===== config.mk =====
export PLATFORM = sky130hd
export DESIGN_NAME = rom_stream_reader
export DESIGN_NICKNAME = d
export VERILOG_FILES = /design/src/rtl/rom_stream_reader.sv
export SDC_FILE = /design/constraint.sdc
export NUM_CORES = 1
export LEC_CHECK = 0
export BUFFER_PORTS_ARGS = -buffer_cell sky130_fd_sc_hd__buf_2
export CAP_MARGIN = 20
export CORE_UTILIZATION = 45
export DETAILED_ROUTE_END_ITERATION = 10
export PLACE_DENSITY = 0.67
export SLEW_MARGIN = 0
export SYNTH_ARGS = -nofsm -noshare
export SYNTH_HDL_FRONTEND = slang
export SYNTH_SLANG_ARGS = --single-unit

===== constraint.sdc =====
create_clock -name clock -period 4.2 [get_ports clock]
set_input_delay 0.63 -clock clock [delete_from_list [all_inputs] [get_ports clock]]
set_output_delay 0.63 -clock clock [all_outputs]
set_load 0.01 [all_outputs]

===== src/rtl/rom_stream_reader.sv =====
// Burst reader: issues sequential ROM reads and streams the words out through a
// 2-entry FIFO with valid/ready backpressure, keeping a running checksum.
module rom_stream_reader #(
  parameter int ADDR_W = 11,
  parameter int DATA_W = 32
) (
  input  logic              clock,
  input  logic              reset_n,
  input  logic              start,
  input  logic [ADDR_W-1:0] base_addr,
  input  logic [ADDR_W:0]   length,
  output logic              busy,
  output logic              done,
  output logic              rom_me,
  output logic              rom_oe,
  output logic [ADDR_W-1:0] rom_address,
  input  logic [DATA_W-1:0] rom_q,
  output logic              out_valid,
  input  logic              out_ready,
  output logic [DATA_W-1:0] out_data,
  output logic              out_last,
  output logic [DATA_W-1:0] checksum
);
  localparam logic [1:0] S_IDLE  = 2'd0;
  localparam logic [1:0] S_RUN   = 2'd1;
  localparam logic [1:0] S_FLUSH = 2'd2;
  localparam logic [1:0] S_DONE  = 2'd3;
  localparam logic [ADDR_W:0] MAX_LEN = {1'b1, {ADDR_W{1'b0}}};
  localparam logic [ADDR_W:0] ONE     = {{ADDR_W{1'b0}}, 1'b1};

  logic [1:0]        state;
  logic [ADDR_W:0]   issue_left, pop_left, eff_len;
  logic              inflight, rd_ptr, wr_ptr, pop;
  logic [1:0]        count;
  logic [2:0]        occ;
  logic [DATA_W-1:0] fifo [2];

  assign eff_len   = (length > MAX_LEN) ? MAX_LEN : length;
  assign out_valid = (count != 2'd0);
  assign out_data  = out_valid ? fifo[rd_ptr] : '0;
  assign pop       = out_valid && out_ready;
  assign out_last  = out_valid && (pop_left == ONE);
  // Slots committed after this cycle: buffered words plus the read in flight, less this pop.
  assign occ       = {1'b0, count} + {2'b0, inflight} - {2'b0, pop};
  assign rom_me    = (state == S_RUN) && (issue_left != '0) && (occ < 3'd2);
  assign rom_oe    = (state == S_RUN) || (state == S_FLUSH);
  assign busy      = (state != S_IDLE);
  assign done      = (state == S_DONE);

  always_ff @(posedge clock) begin
    if (!reset_n) begin
      state       <= S_IDLE;
      issue_left  <= '0;
      pop_left    <= '0;
      inflight    <= 1'b0;
      rd_ptr      <= 1'b0;
      wr_ptr      <= 1'b0;
      count       <= 2'd0;
      rom_address <= '0;
      checksum    <= '0;
      for (int i = 0; i < 2; i++) fifo[i] <= '0;
    end else begin
      inflight <= rom_me;
      count    <= count + {1'b0, inflight} - {1'b0, pop};
      if (inflight) begin
        fifo[wr_ptr] <= rom_q;
        wr_ptr       <= ~wr_ptr;
      end
      if (pop) begin
        rd_ptr   <= ~rd_ptr;
        pop_left <= pop_left - ONE;
        checksum <= checksum + out_data;
      end
      if (rom_me) begin
        rom_address <= rom_address + ADDR_W'(1);
        issue_left  <= issue_left - ONE;
      end
      case (state)
        S_IDLE: if (start) begin
          rom_address <= base_addr;
          issue_left  <= eff_len;
          pop_left    <= eff_len;
          checksum    <= '0;
          state       <= (eff_len == '0) ? S_DONE : S_RUN;
        end
        S_RUN:   if (rom_me && issue_left == ONE) state <= S_FLUSH;
        S_FLUSH: if (pop && pop_left == ONE) state <= S_DONE;
        default: state <= S_IDLE;
      endcase
    end
  end
endmodule


==> results of run 1 <==
==> per-stage QoR <==
stage               cell area (µm²)  utilization
finish                         9400        0.559
global route                   9400        0.559
CTS                            9390        0.558
detailed placement             8800        0.523
global placement               8800        0.523
floorplan                      7860            -
==> power by group <==
group | internal, µW | total [µW] | switching (µW)
clock | 801 | 1490 | 689
combinational | 729 | 1880 | 1150
sequential | 1670 | 1880 | 208
==> cells in the final DEF (no fill, tap or decap), types with 17 or more instances in the layout <==
master,count
a21o_1,18
inv_1,19
mux2i_1,36
clkbuf_16,17
xnor2_1,32
o21ai_0,25
nand2_1,94
ha_1,42
dfxtp_1,74
edfxtp_1,64
a21oi_1,100
and2_1,67
buf_2,139
xor2_1,27
nor2_1,71
==> area by class of cell <==
| type | instances | area share |
|---|---|---|
| repair buffers | 154 | 0.0873 |
| inverters | 21 | 0.00839 |
| well taps | 220 | 0.0293 |
| clock inverters | 15 | 0.0177 |
| clock buffers | 17 | 0.0453 |
| flip-flops and latches | 139 | 0.364 |
| multi-input cells | 646 | 0.448 |
==> flip-flops by register name, summed over array words and instances (netlist names), named ones only <==
register and cells:
pop_left 12, checksum 32, count 2, rom_address 11, issue_left 12, wr_ptr 1
fifo 64, rd_ptr 1, state 2, inflight 1
==> worst max-delay path: stages, from the launching register on <==
cell and delay, ns:
dfxtp_2 0.59, buf_12 0.22, mux2i_1 0.26, nor2_1 0.12, ha_1 0.41, a21oi_1 0.30
o311ai_1 0.25, nand4b_1 0.16, o211ai_1 0.18, a2111oi_0 0.59, o21ai_0 0.18, a21oi_1 0.19
mux2i_1 0.19
==> worst min-delay path by stage <==
stage            startpoint              to  cells past startpoint
2_1_floorplan   pop_left[5]     pop_left[5]                      2
3_3_place_gp   checksum[31]    checksum[31]                      2
3_5_place_dp   checksum[31]    checksum[31]                      2
4_1_cts        base_addr[3]  rom_address[3]                      3
5_1_grt            rom_q[4]      fifo[0][4]                      2
6_report       checksum[31]    checksum[31]                      2
==> cell families after synthesis <==
family          count (synthesis)  share of synthesized area
simple gates                  311                      0.197
compound gates                196                      0.154
flops                         139                      0.436
buf+inv                        62                     0.0298
xor+xnor                       59                     0.0658
fa+ha+maj                      44                     0.0720
mux                            36                     0.0459
==> per-layer routing <==
metal / up-vias / wire (µm) / track usage
li1: 3274 / - / -
met1: 3053 / 10100 / 0.351
met2: 177 / 8730 / 0.332
met3: 24 / 1170 / 0.0491
met4: 0 / 308 / 0.0749
met5: - / 0 / 0
==> Flow_metrics.wiki, run 1 <==
{| class="wikitable"
! Metric !! Value
|-
| HPWL Detailed || 15100 µm
|-
| Worst setup EP type || flop
|-
| Reg2reg path depth || 12
|-
| Share of layout cells above drive strength 1 || 0.204
|-
| Number of register bits inferred by synthesis || 139
|-
| Routed Antenna Nets || 0
|-
| Total wire length || 20300 µm
|-
| Top-area cell type share of the netlist area || 0.245
|-
| Worst setup SP type || flop
|-
| Placed Instances || roughly 1200
|-
| Total chip power || ~5200 µW
|-
| Maximum VDD drop || ~0.34 mV
|-
| Post-DR wirelength/cell || roughly 17 µm
|-
| Synth-to-Final Area Change || 19.7%
|-
| Transition time at the pin with the least slew margin || 0.680 ns
|-
| Number of buffers created by CTS || 17
|-
| Power per Cell Area || between 500 and 600 nW/µm²
|-
| Quantity of I/O buffers inserted on ports || approximately 140
|-
| FFs w/ async S/R, synth || 0
|-
| Remaining design rule violation count || 0
|-
| Cells after synthesis || 847
|-
| Post-layout net count || 1082
|-
| Number of max-slew violations in the final report || 0
|-
| Maximum net fanout on the critical path || 15
|-
| Clock latency of the later-clocked register in the worst-skew pair || ~0.43 ns
|-
| Clock tree root buffer cell || clkbuf_16
|-
| Fin crit share || 0.889
|-
| Total negative slack || 0 ns
|-
| Clock-pin transition on the worst setup and hold timing paths || roughly 0.07 ns
|-
| Total clock sinks || about 140
|-
| Post-route worst hold slack || roughly 0.47 ns
|-
| Synth warnings || 0
|-
| Iteration count of the initial detailed-routing pass || 5
|-
| Global-route wire length before repair || between 30000 and 40000 µm
|-
| Leakage power summed over all cells || slightly above 0.004 µW
|-
| Max capacitance violation total || 0
|-
| Number of buffers added for setup after CTS || 0
|-
| Minimum clock period after layout || between 3 and 4 ns
|-
| Outcome || finished, final reports clean
|-
| Die area || between 15000 and 20000 µm²
|-
| Most instantiated library cell after synthesis || a21oi_1
|-
| Fmax || approximately 0.27 GHz
|-
| Overall fraction of global-route tracks in use || 0.234
|-
| Relative max-transition margin || 0.547
|-
| Cell area after synthesis || 7860 µm²
|-
| Number of nets in the synthesized netlist || 950
|-
| Post-placement setup slack || 0.548 ns
|-
| Hold crit path type || reg2reg
|-
| Height of the chip || approximately 130 µm
|-
| Rows || 47
|-
| Distinct cells, synth || 60
|-
| Final cell count without fillers || between 1000 and 1500
|-
| Fraction of the yosys area taken by sequential cells || 0.436
|-
| Worst clock skew || about 0.010 ns
|-
| Antenna violations before repair || 0
|-
| Maximum buffer depth of the clock tree || 2
|-
| Most used standard cells in the synthesized netlist || 100 x a21oi_1, 94 x nand2_1, 75 x dfxtp_1
|-
| Cell accounting for the most synthesized area || edfxtp_1
|-
| Mean Syn Cell Area || 9.27 µm²
|-
| DRC violation total after the first TritonRoute iteration || 570
|-
| Data arrival at the endpoint of the critical path || slightly above 4 ns
|-
| Ant. Diodes || 0
|-
| Final weighted congestion of routability-driven global placement || about 0.95
|-
| Most frequently used flop master after synthesis || dfxtp_1
|-
| Final hold vios || 0
|-
| Initial cell density of the core || 0.467
|-
| Cell types occupying the most area after synthesis || edfxtp_1 24%, dfxtp_1 19%, ha_1 6.7%, a21oi_1 6.4%, and2_1 5.3%
|-
| Setup repair after global routing missed its margin || false
|-
| Worst endpoint required time || ~4.6 ns
|-
| Reg-to-reg setup timing slack || ~0.46 ns
|-
| Area used by multi-input combinational logic || around 4200 µm²
|-
| Largest net degree at the start of global routing || 47
|-
| Reg2Reg Capture Point || checksum[31]
|-
| Final-report setup violation count || 0
|-
| Critical setup path kind || reg2reg
|-
| Sequential cell area in the final layout || between 3000 and 4000 µm²
|-
| Top-Level Pins || 140
|-
| Final worst slack || 0.464 ns
|-
| Number of synthesized flops with an enable pin || 64
|-
| Gr ovfl total || 0
|-
| Crit path capture || checksum[31]
|-
| Overall via count from detail_route || between 6000 and 7000
|-
| TritonCTS clock tree || yes
|-
| Number of global-route vias before repair || 5999
|-
| Number of cells upsized or downsized after cts || 0
|-
| Vias/cell || approximately 5.4
|-
| Core Region || about 17000 µm²
|-
| H-tree levels || 4
|-
| # fillers || 1574
|-
| Die extent in x || 134 µm
|-
| Cts hold-fix bufs || 0
|}
(Power assumes the default switching activity.)
==> inputs of run 2 (changes only) <==
--- a/config.mk
+++ b/config.mk
@@ -9,6 +9,7 @@
 export CAP_MARGIN = 20
 export CORE_UTILIZATION = 45
 export DETAILED_ROUTE_END_ITERATION = 10
+export GPL_TIMING_DRIVEN = 0
 export PLACE_DENSITY = 0.67
 export SLEW_MARGIN = 0
 export SYNTH_ARGS = -nofsm -noshare
==> constraint.sdc (replaced) <==
create_clock -name clock -period 3.5 [get_ports clock]
set_input_delay 0.525 -clock clock [delete_from_list [all_inputs] [get_ports clock]]
set_output_delay 0.525 -clock clock [all_outputs]
set_load 0.01 [all_outputs]
==> run 2 against run 1 <==
Net effect:
- core utilization is 2.9 points higher
- power is 26% higher
- register-to-register slack worse by 0.40 ns
- via count increased by 5.0%
==> Flow_metrics.wiki, run 2 (synthesis gave the netlist of run 1 again) <==
{| class="wikitable"
! Metric !! Value
|-
| Outcome || finished, final reports clean
|-
| Quantity of I/O buffers inserted on ports || 139 (unchanged)
|-
| Final-report setup violation count || 0 (unchanged)
|-
| Post-layout net count || 1133 (+4.7%)
|-
| Maximum buffer depth of the clock tree || 2 (unchanged)
|-
| Overall via count from detail_route || 6854 (+5.0%)
|-
| Clock-pin transition on the worst setup and hold timing paths || 0.06 ns (about the same)
|-
| Cts hold-fix bufs || 0 (unchanged)
|-
| Setup repair after global routing missed its margin || true
|-
| Height of the chip || 134 µm (unchanged)
|-
| Commonest cells after routing, fill and taps aside || 140 x buf_2, 95 x a21oi_1, 93 x nand2_1
|-
| Fmax || 0.291 GHz (+8.7%)
|-
| Critical setup path kind || reg2reg
|-
| Sequential cell area in the final layout || 3430 µm² (+0.11%)
|-
| Total chip power || 6600 µW (+26%)
|-
| Top reg by flops || fifo
|-
| Max reg flops || 64 (unchanged)
|-
| Die extent in x || 134 µm (unchanged)
|-
| Share of layout cells above drive strength 1 || 0.246 (+0.0428)
|-
| Slowest-stage cell, CP || a2111oi_4
|-
| H-tree levels || 4 (unchanged)
|-
| CP Cell Sequence || buf_12 > mux2i_4 > nor2_2 > ha_2 > fa_2 > a21oi_4 > o21ai_4 > a2111oi_4 > nor4_2 > o31ai_2 > buf_4 > a21oi_2 > or3_1 > a32o_1
|-
| Final hold vios || 0 (unchanged)
|-
| Total negative slack || 0 ns (unchanged)
|-
| Leakage power summed over all cells || 0.00424 µW (+3.6%)
|-
| Top-Level Pins || 140 (unchanged)
|-
| Fin crit share || 0.982 (+0.0921)
|-
| Core Region || 16800 µm² (unchanged)
|-
| Antenna violations before repair || 0 (unchanged)
|-
| Worst setup SP type || flop
|-
| Data arrival at the endpoint of the critical path || 3.76 ns (-0.34 ns)
|-
| Initial cell density of the core || 0.467 (unchanged)
|-
| Die area || 18000 µm² (unchanged)
|-
| Total wire length || 21600 µm (+6.7%)
|-
| Largest net degree at the start of global routing || 33 (-30%)
|-
| Post-route worst hold slack || 0.372 ns (-0.0987 ns)
|-
| Iteration count of the initial detailed-routing pass || 5 (unchanged)
|-
| HPWL Detailed || 16000 µm (+6.3%)
|-
| Clock latency of the later-clocked register in the worst-skew pair || 0.43 ns (about the same)
|-
| Hold crit path type || in2reg
|-
| # fillers || 1531 (-2.7%)
|-
| Routed Antenna Nets || 0 (unchanged)
|-
| Leading cell type in the layout, fill and taps excluded || buf_2
|-
| Maximum VDD drop || 0.408 mV (+21%)
|-
| Minimum clock period after layout || 3.44 ns (-0.300 ns)
|-
| Remaining design rule violation count || 0 (unchanged)
|-
| Maximum net fanout on the critical path || 6 (-9)
|-
| DRC violation total after the first TritonRoute iteration || 443 (-22%)
|-
| Worst clock skew || 0.00883 ns (-0.00116 ns)
|-
| TritonCTS clock tree || yes
|-
| Max capacitance violation total || 0 (unchanged)
|-
| Gr ovfl total || 0 (unchanged)
|-
| Number of max-slew violations in the final report || 0 (unchanged)
|-
| Clock tree root buffer cell || clkbuf_16
|-
| Global-route wire length before repair || 33500 µm (+3.1%)
|-
| Power per Cell Area || 668 nW/µm² (+20%)
|-
| Total clock sinks || 139 (unchanged)
|-
| Worst endpoint required time || 3.82 ns (-0.74 ns)
|-
| Ant. Diodes || 0 (unchanged)
|-
| Number of global-route vias before repair || 6387 (+6.5%)
|-
| Relative max-transition margin || 0.454 (-0.0928)
|-
| Final weighted congestion of routability-driven global placement || 0.937 (-1.3%)
|-
| Area used by multi-input combinational logic || 4380 µm² (+4.0%)
|-
| Delay of the slowest critical-path stage || 0.42 ns (-0.17 ns)
|-
| Rows || 47 (unchanged)
|-
| Overall fraction of global-route tracks in use || 0.244 (+0.0101)
|-
| Post-DR wirelength/cell || 17.1 µm (+2.4%)
|-
| Synth-to-Final Area Change || 25.9%
|-
| Largest registers || fifo (64), checksum (32)
|-
| Vias/cell || 5.43 (+0.75%)
|-
| Number of buffers created by CTS || 17 (unchanged)
|-
| Transition time at the pin with the least slew margin || 0.819 ns (+0.139 ns)
|-
| Worst setup EP type || flop
|}
-- run 2: cell count changes in the layout (fill, tap and decap cells not counted), moves of 4 or more --
cell,before,now
clkbuf_1,0,29
buf_4,14,26
nor2_1,71,63
nor2_2,1,8
clkinv_4,1,7
ha_1,42,36
ha_2,0,6
a21oi_1,100,95
mux2i_1,36,31
a21oi_2,2,6
inv_6,6,2
inv_8,5,1
mux2i_2,0,4
-- run 2: cell type report --
cell class | count | area share
buffer | 38 | 0.0190
multi-input combinational | 646 | 0.443
timing repair buffer | 167 | 0.0967
sequential | 139 | 0.347
tap | 220 | 0.0278
clock buffer | 17 | 0.0430
clock inverter | 15 | 0.0146
inverter | 21 | 0.00924
-- run 2: final timing paths --
check                  to  cells past startpoint   startpoint  slack (ns)
min           fifo[0][27]                      2    rom_q[27]        0.37
max reg2reg  checksum[28]                     14         flop        0.06
max          checksum[28]                     14         flop        0.06
min reg2reg   checksum[4]                      2  checksum[4]        0.47
-- run 2: routing by layer --
| metal | global-route usage | routed length, µm | vias to the layer above |
|---|---|---|---|
| li1 | - | - | 3375 |
| met1 | 0.341 | 10100 | 3238 |
| met2 | 0.374 | 9870 | 213 |
| met3 | 0.0420 | 1180 | 28 |
| met4 | 0.0999 | 439 | 0 |
| met5 | 0 | 0 | - |
-- run 2: report_power, final --
part           internal, µW  switching (µW)  total [µW]
clock network           988             759        1750
registers              2010             241        2250
logic                  1060            1550        2610
-- run 2: through the flow --
step,setup slack [ns],instance area (µm²),util,cells
global route,-0.133,9890,0.588,1263
finish,0.0643,9890,0.588,1263
CTS,0.00618,9580,0.569,1243
floorplan,0.00558,7860,-,847
global placement,-1.04,8830,0.525,1206
detailed placement,-1.06,8870,0.528,1207
-- run 2: what timing repair did --
action,in CTS,in global routing
pin swaps,6,14
endpoints found under the setup margin,47,13
cloned,0,1
setup buffers,6,20
resized for setup,30,36
-- run 2: worst max-delay path, delay by kind of cell (launching register included) --
family / cells / cell delay [ns]
buffers and inverters: 2 / 0.31
muxes: 1 / 0.23
and+or+nand+nor: 3 / 0.52
DFF: 1 / 0.40
adders and majority gates: 2 / 0.59
AOI/OAI and AO/OA: 6 / 1.26
